===== src/rtl/ovf_pkg.sv =====
// Shared types and saturation helpers for the overflow-detecting accumulator.
package ovf_pkg;

  typedef enum logic { OVF_UNSIGNED = 1'b0, OVF_SIGNED = 1'b1 } ovf_mode_e;
  typedef enum logic { OVF_POS = 1'b0, OVF_NEG = 1'b1 } ovf_dir_e;

  localparam logic [63:0] CNT_SAT = '1;

  // Largest representable value of a width-bit operand in the given mode (bit pattern).
  function automatic logic [63:0] sat_max(input int unsigned width, input ovf_mode_e mode);
    if (mode == OVF_SIGNED) return (64'(1) << (width - 1)) - 64'(1);
    else                    return (64'(1) << width) - 64'(1);
  endfunction

  // Most negative two's-complement value of a width-bit operand (bit pattern).
  function automatic logic [63:0] sat_min(input int unsigned width);
    return 64'(1) << (width - 1);
  endfunction

endpackage


===== src/rtl/ovf_add_detect.sv =====
// Combinational adder with signed/unsigned overflow detection.
// Clamps instead of wrapping when OVF_SATURATE_EN is defined.
module ovf_add_detect
  import ovf_pkg::*;
#(
  parameter int WIDTH = 8
) (
  input  logic [WIDTH-1:0] a,
  input  logic [WIDTH-1:0] b,
  input  logic             is_signed,
  output logic [WIDTH-1:0] sum,
  output logic             ovf,
  output ovf_dir_e         dir
);

  ovf_mode_e        mode;
  logic [WIDTH:0]   wide;
  logic [WIDTH-1:0] wrap;

  assign mode = ovf_mode_e'(is_signed);
  assign wide = {1'b0, a} + {1'b0, b};
  assign wrap = wide[WIDTH-1:0];

  always_comb begin
    ovf = 1'b0;
    dir = OVF_POS;
    if (mode == OVF_SIGNED) begin
      ovf = (a[WIDTH-1] == b[WIDTH-1]) && (wrap[WIDTH-1] != a[WIDTH-1]);
      // Signed overflow only occurs with like-signed operands, so a's sign gives the direction.
      dir = a[WIDTH-1] ? OVF_NEG : OVF_POS;
    end else begin
      ovf = wide[WIDTH];
    end
  end

`ifdef OVF_SATURATE_EN
  always_comb begin
    sum = wrap;
    if (ovf) begin
      if (mode == OVF_SIGNED)
        sum = (dir == OVF_NEG) ? WIDTH'(sat_min(WIDTH)) : WIDTH'(sat_max(WIDTH, OVF_SIGNED));
      else
        sum = WIDTH'(sat_max(WIDTH, OVF_UNSIGNED));
    end
  end
`else
  assign sum = wrap;
`endif

endmodule


===== src/rtl/ovf_accumulator.sv =====
// Running-sum accumulator with per-sample/sticky overflow and a saturating event counter.
// Saturating results are selected by defining OVF_SATURATE_EN.
module ovf_accumulator
  import ovf_pkg::*;
#(
  parameter int WIDTH = 8,
  parameter int CNT_W = 8
) (
  input  logic             clk,
  input  logic             rst_n,
  input  logic             clr,
  input  logic             is_signed,
  input  logic             in_valid,
  output logic             in_ready,
  input  logic [WIDTH-1:0] in_data,
  output logic             out_valid,
  input  logic             out_ready,
  output logic [WIDTH-1:0] acc,
  output logic             ovf,
  output logic             ovf_sticky,
  output logic [CNT_W-1:0] ovf_cnt
);

  localparam logic [CNT_W-1:0] CNT_MAX = CNT_W'(CNT_SAT);

  logic             accept;
  logic [WIDTH-1:0] add_sum;
  logic             add_ovf;
  ovf_dir_e         dir_unused;

  assign in_ready = ~clr & (~out_valid | out_ready);
  assign accept   = in_valid & in_ready;

  ovf_add_detect #(.WIDTH(WIDTH)) u_add (
    .a         (acc),
    .b         (in_data),
    .is_signed (is_signed),
    .sum       (add_sum),
    .ovf       (add_ovf),
    .dir       (dir_unused)
  );

  always_ff @(posedge clk or negedge rst_n) begin
    if (!rst_n) begin
      acc        <= '0;
      ovf        <= 1'b0;
      ovf_sticky <= 1'b0;
      ovf_cnt    <= '0;
      out_valid  <= 1'b0;
    end else if (clr) begin
      acc        <= '0;
      ovf        <= 1'b0;
      ovf_sticky <= 1'b0;
      ovf_cnt    <= '0;
      out_valid  <= 1'b0;
    end else if (accept) begin
      acc       <= add_sum;
      ovf       <= add_ovf;
      out_valid <= 1'b1;
      if (add_ovf) begin
        ovf_sticky <= 1'b1;
        if (ovf_cnt != CNT_MAX) ovf_cnt <= ovf_cnt + 1'b1;
      end
    end else if (out_valid && out_ready) begin
      out_valid <= 1'b0;
    end
  end

endmodule


===== config.mk =====
export PLATFORM = sky130hd
export DESIGN_NAME = ovf_accumulator
export DESIGN_NICKNAME = d
export VERILOG_FILES = /design/src/rtl/ovf_pkg.sv /design/src/rtl/ovf_add_detect.sv /design/src/rtl/ovf_accumulator.sv
export SDC_FILE = /design/constraint.sdc
export NUM_CORES = 1
export LEC_CHECK = 0
export CORE_MARGIN = 1
export CORE_UTILIZATION = 52
export CTS_CLUSTER_DIAMETER = 40
export DETAILED_ROUTE_END_ITERATION = 10
export PLACE_DENSITY = 0.85
export REMOVE_ABC_BUFFERS = 1
export SLEW_MARGIN = 40
export SYNTH_ARGS = -nofsm -noshare
export SYNTH_HDL_FRONTEND = slang
export SYNTH_HIERARCHICAL = 1
export SYNTH_SLANG_ARGS = --single-unit

===== constraint.sdc =====
create_clock -name clk -period 3.64 [get_ports clk]
set_clock_uncertainty 0.15 [all_clocks]
set_input_delay 1.092 -clock clk [delete_from_list [all_inputs] [get_ports clk]]
set_output_delay 1.092 -clock clk [all_outputs]
set_load 0.03 [all_outputs]

==> summary.txt <==
Pwr
  – Clock group share of total power: 17.8%
  – Register share of total power: 39.9%
  – Pleak: 0.772 nW
  – Total power: 0.616 mW
  – Switching fraction of total power: 37.5%
  – Worst VDD drop: 0.283 mV
  – Pwr/cell area: 367 nW/um2
  – P_sw: 0.231 mW
  – Int Pwr: 0.385 mW
  – Comb power frac: 42.3%

Global routing
  – Pin count of the biggest net entering global routing: 20
  – Antenna violations before repair: 0
  – First-pass GRT wire length: 5300 um
  – Global Route Usage Sum: 26.9%
  – Grt ovf: 0
  – Vias in the first global route: 1192

CTS
  – Post-CTS Hold Fix Bufs: 0
  – Root buf cell: clkbuf_4
  – CTS Buf Count: 3
  – H-tree depth: 1
  – CTS tree: built
  – Clk_lat worst skew: 300 ps
  – CTS Buffer Depth: 2
  – Post-CTS Setup Bufs: 0
  – Clk pin slew, worst setup/hold paths: 110 ps
  – CTS sink cnt: 19
  – Resized cells post-CTS: 0

Min path
  – Worst Hold Depth: 1
  – Hold_sp: ovf_sticky
  – Worst hold path class: reg2reg
  – Hold endpoint: ovf_sticky

STA
  – Final setup TNS: 0 ps
  – Final setup viols: 0
  – Slew Limit Fails: 0
  – Rel. slew slack: 61.7%
  – Highest Clock Rate: 294 MHz
  – Tmin final: 3410 ps
  – RSZ-0062 raised after global routing: false
  – Final Hold Vio Count: 0
  – Period utilization: 93.6%
  – Least-Margin Pin Slew: 570 ps
  – Hold WS: 352 ps

Setup path
  – CP Buf/Inv Count: 2
  – Cell Chain, Critical Path: clkdlybuf4s50_1, ha_1, fa_1, a211oi_2, o21bai_2, a31oi_1, o211ai_2, nand3_2, buf_4, o311ai_0, o41ai_1
  – Critical Path Start Type: primary input
  – Crit Path Max Fanout: 10
  – Worst Reg-to-Reg Cells: 10
  – WS Path Type: in2reg
  – Worst Path Required: 3660 ps
  – Delay-heaviest family, CP: compound AO/OA/AOI/OAI gates
  – Worst Setup End Kind: register
  – Crit-path slowest cell: clkdlybuf4s50_1
  – Reg2reg end: ovf_cnt[3]
  – Worst r2r src: acc[0]
  – Slowest stage delay, CP: 460 ps
  – R2R Setup Slk: 1020 ps
  – CP Data Arrival Time: 3430 ps

Outcome
  – Status: finished, final reports clean

Layout
  – N_diodes: 0
  – Final Non-Filler Cells: 202
  – Layout Utilization: 73.7%
  – Final nets: 199
  – P&R area growth vs syn: 30.4%
  – Fill cells: 173
  – Layout cells sized above 1: 13.8%

Detailed routing
  – Vias: 1198
  – Routed vias/inst: 5.93
  – Residual DRC: 0
  – Initial DRC count: 29
  – Final ANT Viol Nets: 0
  – Routed wire length per instance: 15.4 um
  – DR pass1 iterations: 4
  – WL final: 3110 um

Placement
  – Routability cong.: 0.858
  – Post-DP HPWL: 2320 um
  – Dpl cells: 198
  – PortBufs: 33

Synth
  – Synthesized instance count: 137
  – Yosys warns: 6
  – Mapped Area: 1290 um2
  – Syn Area/Cell: 9.39 um2

Die
  – FP Rows: 17
  – Top-level I/O count: 34
  – Die height: 51.7 um
  – Die area: 2680 um2
  – Core area: 2280 um2
  – Die X: 51.7 um
  – Initial Utilization: 56.5%

Job
  – Max Cap Viol: 0
-- worst max path at each step --
stage	from	end	slack (ps)	cells after the start
6_report	in_data[0]	ovf_cnt[3]	230	11
5_1_grt	in_data[0]	ovf_cnt[2]	160	11
4_1_cts	in_data[0]	ovf_cnt[3]	280	11
3_5_place_dp	in_data[0]	ovf_cnt[5]	-30	10
3_3_place_gp	in_data[0]	ovf_cnt[6]	50	10
2_1_floorplan	in_data[0]	ovf_cnt[5]	490	9
-- sequential cells by signal (all words and copies together) (netlist names) --
register    cells
acc             8
out_valid       1
ovf             1
ovf_cnt         8
ovf_sticky      1
-- layout make-up --
class                           count  area (um2)  share of cell area [%]
Timing Repair Buffer               39         368                    21.9
Clock inverter                      1        5.00                   0.298
Inverter                            3        11.3                   0.671
Multi-Input combinational cell    109         761                    45.3
Clock buffer                        3        22.5                    1.34
Tap cell                           28        35.0                    2.09
Sequential cell                    19         475                    28.3
-- power groups by stage --
stage	clock, mW	combinational, mW	sequential, mW
3_3_place_gp	0	0.247	0.248
2_1_floorplan	0	0.131	0.283
3_5_place_dp	0	0.257	0.250
4_1_cts	0.114	0.259	0.246
5_1_grt	0.123	0.280	0.249
6_report	0.109	0.261	0.246
-- through the flow --
stage,instance area (um2),setup slack [ps]
after detailed placement,1650,-27.6
after CTS,1680,282
after global routing,1680,157
after floorplan,1250,488
final,1680,233
after global placement,1660,50.0
-- metal layers --
layer  up-vias  wire [um]  track usage, %
met2        33       1600            44.4
li1        578          -               -
met4         0         32            13.5
met1       583       1360            35.0
met3         4        109            2.63
met5         -          0               0
-- layout by cell type, fill, tap and decap left out, drive strengths merged, types with 3 or more instances in the layout --
master / n
a21oi: 7
o21ai: 5
a31oi: 3
nand3: 13
nor2b: 3
buf: 8
clkbuf: 3
nor2: 5
a21o: 4
ha: 9
o211ai: 3
inv: 3
o311ai: 3
xnor2: 4
nand2: 22
dfrtp: 19
clkdlybuf4s50: 31
No activity file was read; power rests on OpenSTA's default activity.
